<file path="src/rtl/seg_scan.sv">
// Two-digit multiplexed seven-segment driver: holds a BCD tens/ones pair and
// scans it onto an active-low segment bus with a blank guard gap between digits.
module seg_scan #(
    parameter int PRESCALE = 50000,
    parameter int GUARD    = 1000
) (
    input  logic       clk,
    input  logic       resetn,
    input  logic       load,
    input  logic [3:0] tens,
    input  logic [3:0] ones,
    input  logic       blank_lz,
    output logic [6:0] seg,
    output logic [1:0] an,
    output logic       tick
);

    localparam int MAXN = (PRESCALE > GUARD) ? PRESCALE : GUARD;
    localparam int CW   = (MAXN > 1) ? $clog2(MAXN) : 1;

    localparam logic [CW-1:0] PRE_LAST   = CW'(PRESCALE - 1);
    localparam logic [CW-1:0] GUARD_LAST = CW'(GUARD - 1);

    localparam logic [6:0] SEG_OFF  = 7'b1111111;
    localparam logic [6:0] SEG_DASH = 7'b0111111;

    typedef enum logic [1:0] {
        S_ONES = 2'd0,
        S_GAP1 = 2'd1,
        S_TENS = 2'd2,
        S_GAP0 = 2'd3
    } state_t;

    state_t        state_reg;
    state_t        state_next;
    logic [CW-1:0] count_reg;
    logic [3:0]    tens_q;
    logic [3:0]    ones_q;
    logic          tick_reg;
    logic          slot_last;
    logic          lit_state;

    // BCD to active-low gfedcba; non-decimal codes show a dash.
    function automatic logic [6:0] dec(input logic [3:0] d);
        logic [6:0] s;
        case (d)
            4'd0:    s = 7'b1000000;
            4'd1:    s = 7'b1111001;
            4'd2:    s = 7'b0100100;
            4'd3:    s = 7'b0110000;
            4'd4:    s = 7'b0011001;
            4'd5:    s = 7'b0010010;
            4'd6:    s = 7'b0000010;
            4'd7:    s = 7'b1111000;
            4'd8:    s = 7'b0000000;
            4'd9:    s = 7'b0010000;
            default: s = SEG_DASH;
        endcase
        return s;
    endfunction

    assign lit_state = (state_reg == S_ONES) || (state_reg == S_TENS);
    assign slot_last = lit_state ? (count_reg == PRE_LAST) : (count_reg == GUARD_LAST);

    always_ff @(posedge clk or negedge resetn) begin
        if (!resetn) begin
            state_reg <= S_ONES;
        end else begin
            state_reg <= state_next;
        end
    end

    always_comb begin
        state_next = state_reg;
        if (slot_last) begin
            case (state_reg)
                S_ONES:  state_next = S_GAP1;
                S_GAP1:  state_next = S_TENS;
                S_TENS:  state_next = S_GAP0;
                S_GAP0:  state_next = S_ONES;
                default: state_next = S_ONES;
            endcase
        end
    end

    always_ff @(posedge clk or negedge resetn) begin
        if (!resetn) begin
            count_reg <= '0;
        end else if (slot_last) begin
            count_reg <= '0;
        end else begin
            count_reg <= count_reg + CW'(1);
        end
    end

    // Loads never touch the counter, so slot boundaries stay fixed.
    always_ff @(posedge clk or negedge resetn) begin
        if (!resetn) begin
            tens_q <= 4'd0;
            ones_q <= 4'd0;
        end else if (load) begin
            tens_q <= tens;
            ones_q <= ones;
        end
    end

    // Registered so it rises in the same cycle the new lit slot appears.
    always_ff @(posedge clk or negedge resetn) begin
        if (!resetn) begin
            tick_reg <= 1'b0;
        end else begin
            tick_reg <= slot_last && ((state_reg == S_GAP0) || (state_reg == S_GAP1));
        end
    end

    assign tick = tick_reg;

    always_comb begin
        an  = 2'b11;
        seg = SEG_OFF;
        case (state_reg)
            S_ONES: begin
                an  = 2'b10;
                seg = dec(ones_q);
            end
            S_TENS: begin
                if (!(blank_lz && (tens_q == 4'd0))) begin
                    an  = 2'b01;
                    seg = dec(tens_q);
                end
            end
            default: begin
                an  = 2'b11;
                seg = SEG_OFF;
            end
        endcase
    end

endmodule

</file>
<file path="config.mk">
export PLATFORM = sky130hd
export DESIGN_NAME = seg_scan
export DESIGN_NICKNAME = d
export VERILOG_FILES = /design/src/rtl/seg_scan.sv
export SDC_FILE = /design/constraint.sdc
export NUM_CORES = 1
export LEC_CHECK = 0
export BUFFER_PORTS_ARGS = -buffer_cell sky130_fd_sc_hd__clkbuf_2
export CAP_MARGIN = 0
export CORE_MARGIN = 3
export CORE_UTILIZATION = 56
export DETAILED_ROUTE_END_ITERATION = 8
export PLACE_DENSITY = 0.77
export SLEW_MARGIN = 20
export SYNTH_ARGS = -nofsm -noshare
export SYNTH_HDL_FRONTEND = slang
export SYNTH_SLANG_ARGS = --single-unit
</file>
<file path="constraint.sdc">
create_clock -name clk -period 3.2 [get_ports clk]
set_input_delay 0.16 -clock clk [delete_from_list [all_inputs] [get_ports clk]]
set_output_delay 0.16 -clock clk [all_outputs]
set_load 0.02 [all_outputs]
</file>
==> out/summary.txt <==
First-pass GRT wire length: 6410 microns
CTS tree: yes
Number of flip-flops in the largest register: 16
Starting Density: 59.0%
Row count: 20
DIE HEIGHT: 63.0 microns
Syn Area/Cell: 8.99 sq um
Vias per Instance: 5.55
Sequential area share after synthesis: 37.2%
CP max FO: 7
Slew @ Worst Pin: 669 ps
Post-DRT Antenna Nets: 0
Routed via count: 1453
Share of layout cells above drive strength 1: 15.1%
Reg2Reg Setup Slack: 1210 ps
Clock transition at path regs: 160 ps
Clk buf depth: 2
Synth Cell Area: 1820 sq um
Seq cells post-synth: 27
Largest family of logic cells by synthesized area: simple AND/OR/NAND/NOR gates
Post-DP HPWL: 2600 microns
Clk_skew: 7.60 ps
Min Hold Slack: 24.0 ps
Final core occ: 63.8%
Global Route Usage Sum: 19.5%
Final Hold Violating Endpoints: 0
Fmax: 0.462 GHz
CTS Buf Count: 3
Hold crit path type: in -> reg
I/O pins: 22
Post-Synth XOR/XNOR Area: 6.75%
Synth area leader: dfrtp_1
Die Wd: 63.0 microns
Start of the worst register-to-register path: count_reg[0]
Setup TNS: 0 ps
Main flop type after synthesis: dfrtp_1
Commonest cells in the netlist: dfrtp_1, nor2_1, nand2_1
Critical path launch point type: flip-flop
Reg2reg end: state_reg[1]
Largest net degree at the start of global routing: 28
Tot Pwr: 663 uW
Total grt overflow: 0
Synth top area share: 37.2%
P_leak: 0.902 nW
Top post-synthesis cells by area: dfrtp_1, ha_1, nor2_1
Post-Syn Instances: 202
Inst Count DP: 257
Max cap viols: 0
Hold Startpoint: tens[3]
Crit path time final: 2160 ps
Simple logic cell fraction of the synthesized area: 23.3%
Initial antenna violation count: 0
Final Cycle Share: 67.6%
Setup Viol. Count Final: 0
Final WL: 3490 microns
Count leader, synth: dfrtp_1
Synth Net Count: 231
Unrepaired setup endpoints after global routing: false
Multiplexer share of the synthesized area: 3.03%
Port bufs: 21
Placer Congestion: 0.850
Wirelength per Cell: 13.3 microns
Max-slew violation count: 0
Hold Path Cell Cnt: 3
DRC: 0
P per Cell Area: 338 nW/um^2
Clk_lat worst skew: 340 ps
Status: completed
First drt pass iteration count: 4
Final std cells w/o fill: 262
Vias in the first global route: 1423
Clock Tree Root: clkbuf_4
NumNets Final: 248
WHS Endpoint: tens_q[3]
H-tree depth: 1
Post-Synth Adder-Cell Area: 11.7%
CP Data Arrival Time: 2000 ps
Worst path required time: 3040 ps
Maximum VDD drop: 196 uV
Initial drt markers: 142
Setup bufs post-CTS: 0
Synth async-reset ratio: 100%
Crit Path Class: reg -> out
CTS Sinks: 27
Distinct cell type count after synthesis: 43
Diodes inserted: 0
Rel. slew slack: 55.4%
Die ar.: 3960 sq um
Fillers: 267
Number of synthesized flops with an enable pin: 0
Reg2Reg Depth: 5
Area Overhead vs Synth: 8.06%
Core ar.: 3080 sq um
Complex-gate fraction of the synthesized area: 12.7%
Kind of end point of the critical path: output port
Yosys warns: 0
## worst max-delay path: stages, from the launching register on
cell,delay (ps)
dfrtp_1,440
inv_1,180
ha_1,340
inv_1,140
a21oi_1,130
o21ai_0,130
o221ai_1,110
clkbuf_2,200
## how the worst max path moves through the flow
stage / startpoint / to / cells past startpoint
5_1_grt: state_reg[0] / seg[0] / 7
3_5_place_dp: count_reg[0] / state_reg[1] / 5
6_report: state_reg[0] / seg[0] / 7
3_3_place_gp: count_reg[7] / state_reg[1] / 4
2_1_floorplan: tens_q[1] / seg[5] / 6
4_1_cts: state_reg[0] / seg[0] / 7
## what timing repair did
item / 4_1_cts / 5_1_grt
resized for setup: 0 / 0
hold endpoints to repair: 27 / 0
hold buffers: 1 / 0
## cell type report
cell class	count	area [sq um]	share of cell area, %
Clock inverter	1	8.76	0.446
Sequential cell	27	676	34.4
Inverter	11	41.3	2.10
Timing Repair Buffer	22	115	5.86
Multi-Input combinational cell	154	1040	53.2
Tap cell	44	55.1	2.80
Clock buffer	3	22.5	1.15
## power by group
part           switching (mW)  leakage [nW]  internal [mW]
registers              0.0198         0.347          0.351
logic                  0.0757         0.536         0.0539
clock network           0.111        0.0183         0.0511
## placed cells by master, fill, tap and decap left out, drive strengths merged, types with 8 or more instances in the layout
cell and count:
inv 12, nand4 9, o21ai 13, clkbuf 24
dfrtp 27, xor2 8, nand2 19, ha 17
nor2 23, a21oi 14
## stage by stage
step / cell area, sq um / setup WS [ps]
2_1_floorplan: 1820 / 1520
3_3_place_gp: 1920 / 1330
3_5_place_dp: 1920 / 1230
5_1_grt: 1960 / 844
6_report: 1960 / 1040
4_1_cts: 1960 / 1040
## cells by family (layout without fill, tap and decap cells)
| group | after synthesis | in the layout |
|---|---|---|
| simple gates | 80 | 80 |
| compound gates | 38 | 38 |
| flops | 27 | 27 |
| buf+inv | 21 | 37 |
| fa+ha+maj | 17 | 17 |
| xor+xnor | 14 | 14 |
| mux | 5 | 5 |
## metal layers
layer  wire length [microns]  vias to the layer above  global-route usage, %  part of all wire (%)
met3                     124                        4                   3.42                   3.5
met5                       0                        -                      0                     0
met1                    1710                      691                   26.6                    49
met4                      25                        0                   4.68                  0.72
met2                    1640                       26                   31.9                    47
li1                        -                      732                      -                     -
(Power assumes the default switching activity.)
